[src/rtl/i2c_cmd_arbiter.sv]
// i2c_cmd_arbiter: shares one 24-bit I2C transfer engine between NUM_REQ
// command sources. Round-robin arbitration, GO/END/ACK handshake with NACK
// retries, a per-wait-state timeout and a forced bus-free gap between
// transfers. Each grant is closed by exactly one done or error pulse.
`timescale 1ns/1ps

module i2c_cmd_arbiter #(
    parameter int NUM_REQ     = 2,
    parameter int MAX_RETRY   = 3,
    parameter int TIMEOUT_CYC = 2500000,
    parameter int GAP_CYC     = 5000
) (
    input  logic                   iCLK,
    input  logic                   iRST,
    input  logic [NUM_REQ-1:0]     iREQ,
    input  logic [24*NUM_REQ-1:0]  iREQ_DATA,
    output logic [NUM_REQ-1:0]     oGNT,
    output logic [NUM_REQ-1:0]     oDONE,
    output logic [NUM_REQ-1:0]     oERR,
    output logic                   oBUSY,
    output logic [23:0]            oI2C_DATA,
    output logic                   oI2C_GO,
    input  logic                   iI2C_END,
    input  logic                   iI2C_ACK
);

    localparam int IW   = (NUM_REQ > 1) ? $clog2(NUM_REQ) : 1;
    localparam int CW   = IW + 1;
    localparam int TMAX = (TIMEOUT_CYC > GAP_CYC) ? TIMEOUT_CYC : GAP_CYC;
    localparam int TW   = $clog2(TMAX) + 1;

    localparam logic [TW-1:0] TO_LAST   = TW'(TIMEOUT_CYC - 1);
    localparam logic [TW-1:0] GAP_LAST  = TW'(GAP_CYC - 1);
    localparam logic [3:0]    RETRY_MAX = 4'(MAX_RETRY);

    localparam logic [3:0] S_IDLE       = 4'd0;
    localparam logic [3:0] S_ARB        = 4'd1;
    localparam logic [3:0] S_LAUNCH     = 4'd2;
    localparam logic [3:0] S_WAIT_START = 4'd3;
    localparam logic [3:0] S_WAIT_END   = 4'd4;
    localparam logic [3:0] S_CHECK      = 4'd5;
    localparam logic [3:0] S_GAP_RETRY  = 4'd6;
    localparam logic [3:0] S_FAIL       = 4'd7;
    localparam logic [3:0] S_GAP        = 4'd8;

    logic [3:0]          r_state;
    logic [TW-1:0]       r_timer;
    logic [IW-1:0]       r_ptr;
    logic [IW-1:0]       r_idx;
    logic [3:0]          r_retry;
    logic                r_end_m, r_end_s;
    logic                r_ack_m, r_ack_s;
    logic                r_ack_lat;
    logic                r_go;
    logic                r_busy;
    logic [23:0]         r_data;
    logic [NUM_REQ-1:0]  r_gnt, r_done, r_err;

    logic [3:0]          w_state_nx;
    logic                w_found;
    logic [IW-1:0]       w_pick;
    logic [CW-1:0]       w_cand;
    logic [23:0]         w_pick_data;
    logic [NUM_REQ-1:0]  w_pick_oh;

    assign oGNT      = r_gnt;
    assign oDONE     = r_done;
    assign oERR      = r_err;
    assign oBUSY     = r_busy;
    assign oI2C_DATA = r_data;
    assign oI2C_GO   = r_go;

    // Bring the controller's END/ACK flags (slower clock domain) into iCLK.
    always_ff @(posedge iCLK or posedge iRST) begin
        if (iRST) begin
            r_end_m <= 1'b1;
            r_end_s <= 1'b1;
            r_ack_m <= 1'b0;
            r_ack_s <= 1'b0;
        end else begin
            r_end_m <= iI2C_END;
            r_end_s <= r_end_m;
            r_ack_m <= iI2C_ACK;
            r_ack_s <= r_ack_m;
        end
    end

    // Circular scan from the slot after the last winner; first requester found wins.
    always_comb begin
        w_found     = 1'b0;
        w_pick      = '0;
        w_cand      = '0;
        w_pick_data = 24'h00_0000;
        for (int i = 0; i < NUM_REQ; i++) begin
            w_cand  = {1'b0, r_ptr} + CW'(i + 1);
            w_cand  = (w_cand >= CW'(NUM_REQ)) ? (w_cand - CW'(NUM_REQ)) : w_cand;
            w_pick  = (!w_found && iREQ[w_cand[IW-1:0]]) ? w_cand[IW-1:0] : w_pick;
            w_found = w_found | iREQ[w_cand[IW-1:0]];
        end
        for (int k = 0; k < NUM_REQ; k++) begin
            w_pick_data = (w_pick == IW'(k)) ? iREQ_DATA[24*k +: 24] : w_pick_data;
        end
        w_pick_oh = {{(NUM_REQ-1){1'b0}}, 1'b1} << w_pick;
    end

    // Next-state decode for the transfer sequencer.
    always_comb begin
        w_state_nx = r_state;
        case (r_state)
            S_IDLE: begin
                if (|iREQ) w_state_nx = S_ARB;
                else       w_state_nx = S_IDLE;
            end
            S_ARB: begin
                if (w_found) w_state_nx = S_LAUNCH;
                else         w_state_nx = S_IDLE;
            end
            S_LAUNCH: w_state_nx = S_WAIT_START;
            S_WAIT_START: begin
                if (!r_end_s)               w_state_nx = S_WAIT_END;
                else if (r_timer == TO_LAST) w_state_nx = S_FAIL;
                else                        w_state_nx = S_WAIT_START;
            end
            S_WAIT_END: begin
                if (r_end_s)                w_state_nx = S_CHECK;
                else if (r_timer == TO_LAST) w_state_nx = S_FAIL;
                else                        w_state_nx = S_WAIT_END;
            end
            S_CHECK: begin
                if (!r_ack_lat)              w_state_nx = S_GAP;
                else if (r_retry < RETRY_MAX) w_state_nx = S_GAP_RETRY;
                else                         w_state_nx = S_FAIL;
            end
            S_GAP_RETRY: begin
                if (r_timer == GAP_LAST) w_state_nx = S_LAUNCH;
                else                     w_state_nx = S_GAP_RETRY;
            end
            S_FAIL: w_state_nx = S_GAP;
            S_GAP: begin
                if (r_timer == GAP_LAST) w_state_nx = S_IDLE;
                else                     w_state_nx = S_GAP;
            end
            default: w_state_nx = S_IDLE;
        endcase
    end

    // State register and the shared wait timer (cleared on entry, saturating).
    always_ff @(posedge iCLK or posedge iRST) begin
        if (iRST) begin
            r_state <= S_IDLE;
            r_timer <= '0;
        end else begin
            r_state <= w_state_nx;
            if (w_state_nx != r_state) r_timer <= '0;
            else if (r_timer != '1)    r_timer <= r_timer + TW'(1);
        end
    end

    // Command capture, GO handshake, retry count and completion pulses.
    always_ff @(posedge iCLK or posedge iRST) begin
        if (iRST) begin
            r_ptr     <= IW'(NUM_REQ - 1);
            r_idx     <= '0;
            r_retry   <= 4'd0;
            r_ack_lat <= 1'b0;
            r_go      <= 1'b0;
            r_busy    <= 1'b0;
            r_data    <= 24'h00_0000;
            r_gnt     <= '0;
            r_done    <= '0;
            r_err     <= '0;
        end else begin
            r_gnt  <= '0;
            r_done <= '0;
            r_err  <= '0;
            r_busy <= (w_state_nx != S_IDLE);
            case (r_state)
                S_ARB: begin
                    if (w_found) begin
                        r_data  <= w_pick_data;
                        r_idx   <= w_pick;
                        r_ptr   <= w_pick;
                        r_gnt   <= w_pick_oh;
                        r_retry <= 4'd0;
                    end
                end
                S_LAUNCH: r_go <= 1'b1;
                S_WAIT_END: begin
                    if (r_end_s) begin
                        r_ack_lat <= r_ack_s;
                        r_go      <= 1'b0;
                    end
                end
                S_CHECK: begin
                    if (!r_ack_lat)              r_done[r_idx] <= 1'b1;
                    else if (r_retry < RETRY_MAX) r_retry <= r_retry + 4'd1;
                end
                S_FAIL: begin
                    r_go         <= 1'b0;
                    r_err[r_idx] <= 1'b1;
                end
                default: ;
            endcase
        end
    end

endmodule

[config.mk]
export PLATFORM = sky130hd
export DESIGN_NAME = i2c_cmd_arbiter
export DESIGN_NICKNAME = d
export VERILOG_FILES = /design/src/rtl/i2c_cmd_arbiter.sv
export SDC_FILE = /design/constraint.sdc
export NUM_CORES = 1
export LEC_CHECK = 0
export BUFFER_PORTS_ARGS = -buffer_cell sky130_fd_sc_hd__buf_2
export CAP_MARGIN = 20
export CORE_MARGIN = 3
export CORE_UTILIZATION = 39
export DETAILED_ROUTE_END_ITERATION = 16
export PLACE_DENSITY = 0.71
export SKIP_LAST_GASP = 1
export SYNTH_ARGS = -nofsm -noshare
export SYNTH_HDL_FRONTEND = slang
export SYNTH_SLANG_ARGS = --single-unit
[constraint.sdc]
create_clock -name iCLK -period 2.3 [get_ports iCLK]
set_clock_uncertainty 0.2 [all_clocks]
set_input_delay 0.115 -clock iCLK [delete_from_list [all_inputs] [get_ports iCLK]]
set_output_delay 0.115 -clock iCLK [all_outputs]
set_load 0.01 [all_outputs]
==> results.json <==
{
  "status": "finished, final reports clean",
  "synth_edf_count": 0,
  "fp.dieW_microns": 101,
  "drc": 0,
  "place.gp.congestion": 0.953,
  "grt_overflow": 0,
  "final_cells": 643,
  "wl_per_cell_microns": 15.4,
  "cts.sink_count": 70,
  "io_pins": 86,
  "synth_common_cells": "dfrtp_1 (67), nand2_1 (42), o21ai_0 (36)",
  "synth_area_sq_um": 3550,
  "final_nets": 586,
  "hold_class": "input pin to flip-flop",
  "synth_top_area_share": 0.472,
  "grt_pass1_wl_microns": 16300,
  "synth.area.top_cells": "dfrtp_1 (47%), mux2i_1 (7.6%), o21ai_0 (5.1%)",
  "htreeDepth": 3,
  "drv_slew": 0,
  "fp.dieH_microns": 101,
  "final-setup-viol-count": 0,
  "worstSkewPairLatency_ps": 350,
  "async_flop_share": 1.00,
  "routed-via-count": 3391,
  "final_layout_size_suffix_gt1_frac": 0.355,
  "cp.arrival_ps": 2300,
  "hold_violations": 0,
  "design_area_sq_um": 5260,
  "hpwlAfterDp_microns": 6340,
  "setup_tns_ps": 0,
  "cts_tree": "done",
  "antenna_found_initial": 0,
  "fillers": 668,
  "area_growth_pct": 48.1,
  "vdd_drop_max_uv": 500,
  "synth.net_count": 416,
  "initial_utilization": 0.405,
  "period_minus_slack_ps": 2270,
  "synth-seq-cells": 70,
  "detail-route-antenna-nets": 0,
  "power_density_nw_per_um2": 1040,
  "io_buffers": 85,
  "synth_warnings": 0,
  "ys.flop_type": "dfrtp_1",
  "core-area_sq_um": 8760,
  "crit_required_ps": 2330,
  "path_class": "flip-flop to flip-flop",
  "maxCapViolCount": 0,
  "clockRootBuffer": "clkbuf_8",
  "power.leakage_nw": 2.43,
  "setup.worst_path.end_class": "flip-flop",
  "period_share": 0.989,
  "viasPerCell": 5.27,
  "tightest_slew_ps": 500,
  "rsz0062_at_grt": "true",
  "grt.total_usage": 0.200,
  "seqPwrFrac": 0.328,
  "dp_cells": 570,
  "drtIter0Drc": 144,
  "firstDrtPassIters": 6,
  "synthCells": 360,
  "routed_wl_microns": 9900,
  "synth_area_per_cell_sq_um": 9.87,
  "grt_start_max_net_pins": 52,
  "synth_cell_types": 57,
  "swShare": 0.372,
  "die-area_sq_um": 10300,
  "rows": 34,
  "yosysTopAreaCell": "dfrtp_1",
  "yosysMostFrequentCell": "dfrtp_1",
  "grt_pass1_vias": 3470,
  "maxSlewHeadroom": 0.666,
  "yosysSeqAreaShare": 0.494,
  "clockBufferDepth": 2,
  "pwr-share-comb": 0.442,
  "placed_area_sq_um": 4320,
  "p_switching_mw": 2.04,
  "cts_made_buffers": 9,
  "worstPathMaxFanout": 8,
  "clockPowerShare": 0.230,
  "fmax_mhz": 440,
  "clk_pin_slew_ps": 90,
  "cp-start-kind": "flip-flop",
  "intPower_mw": 3.44,
  "diodes": 0
}
layout by cell type, fill, tap and decap left out, types with 3 or more instances in the layout:
cell type | Yosys | routed
buf_2 | 6 | 85
nand2b_1 | 4 | 3
dfstp_2 | 3 | 3
dfrtp_1 | 67 | 65
a21o_1 | 4 | 4
o21ai_0 | 36 | 35
nand4_1 | 7 | 7
nand2_1 | 42 | 42
or3_1 | 4 | 3
nor2_1 | 31 | 26
nor4_1 | 3 | 3
nor2_2 | 9 | 11
xnor2_1 | 6 | 5
buf_4 | 0 | 35
clkbuf_8 | 0 | 10
nand3_1 | 16 | 16
inv_1 | 5 | 3
a31oi_1 | 4 | 4
dlygate4sd3_1 | 0 | 51
and2_1 | 4 | 4
bufinv_16 | 0 | 3
nor2_4 | 0 | 3
nor3_1 | 11 | 10
mux2i_1 | 27 | 27
xor2_1 | 9 | 9
a21oi_1 | 9 | 7
registers in the layout (all words and copies together) (netlist names):
| register | count |
|---|---|
| r_retry | 4 |
| oI2C_GO | 1 |
| r_state | 4 |
| oI2C_DATA | 24 |
| r_ack_lat | 1 |
| oBUSY | 1 |
| r_ack_m | 1 |
| oGNT | 2 |
| r_end_s | 1 |
| oDONE | 2 |
| r_idx | 1 |
| oERR | 2 |
| r_ptr | 1 |
| r_timer | 23 |
| r_end_m | 1 |
| r_ack_s | 1 |
worst max-delay path, cell delays in order (launching register included):
cell and delay (ps):
dfrtp_1 490, and4b_1 240, nand3_1 140, o41ai_2 410
nor3_2 110, o2111ai_4 330, buf_8 200, nor2_1 50
path summary, 6_finish.rpt:
| kind | cells past startpoint | start | slack, ps | end |
|---|---|---|---|---|
| setup / recovery | 7 | r_timer[4] | 30 | r_timer[14] |
| hold reg to reg | 0 | r_ack_m | 150 | r_ack_s |
| hold / removal | 4 | iREQ[1] | 50 | r_retry[3] |
| setup reg to reg | 7 | r_timer[4] | 30 | r_timer[14] |
| max in group asynchronous | 4 | iRST | 1110 | r_end_s |
| min in group asynchronous | 3 | iRST | 120 | oI2C_DATA[7] |
final cells by class:
class | instances | area (sq um) | share of cell area
multi-input combinational | 267 | 1810 | 0.344
sequential | 70 | 1760 | 0.334
timing repair buffer | 176 | 1280 | 0.243
clock buffer | 10 | 138 | 0.0262
tap | 108 | 135 | 0.0257
clock inverter | 6 | 116 | 0.0221
inverter | 6 | 26.3 | 0.00500
repair_timing:
action / in CTS / in global routing
resized for setup: 3 / 28
hold buffers: 51 / 0
gates cloned: 0 / 0
buffers inserted: 1 / 5
pin swaps: 1 / 14
hold endpoints to repair: 48 / 0
setup endpoints to repair: 20 / 25
power groups by stage:
stage          Clock, mW  Sequential [mW]  Combinational (mW)
3_3_place_gp           0             1.79                1.97
2_1_floorplan          0             1.86                1.23
6_report            1.26             1.80                2.42
3_5_place_dp           0             1.80                1.98
4_1_cts             1.28             1.78                2.15
5_1_grt             1.34             1.83                2.66
layer usage:
metal  vias up  track usage  wire length [microns]  part of all wire
met5         -            0                      0                 0
met1      1635        0.233                   3900              0.39
met2       100        0.346                   5120              0.52
met4         0        0.101                    441             0.045
li1       1620            -                      -                 -
met3        36       0.0413                    431             0.044
logic make-up after synthesis:
logic type               after synthesis  share of synthesized area
AND/OR/NAND/NOR                      153                      0.230
flip-flops                            70                      0.494
AO/OA/AOI/OAI                         69                      0.122
multiplexers                          28                     0.0793
buffers and inverters                 23                     0.0306
XOR/XNOR                              15                     0.0370
adder cells (fa/ha/maj)                2                    0.00704
stage by stage:
step                setup WS [ps]  power [mW]  hold WS [ps]  utilization
global placement             10.7        3.75         -31.8        0.493
detailed placement          -47.1        3.78         -30.0        0.493
global route                -72.7        5.83          55.4        0.600
finish                       26.4        5.48          47.9        0.600
CTS                         -5.55        5.21          14.6        0.582
floorplan                     130        3.09         -80.5            -
Note: power is estimated with default switching activity, not from simulation.
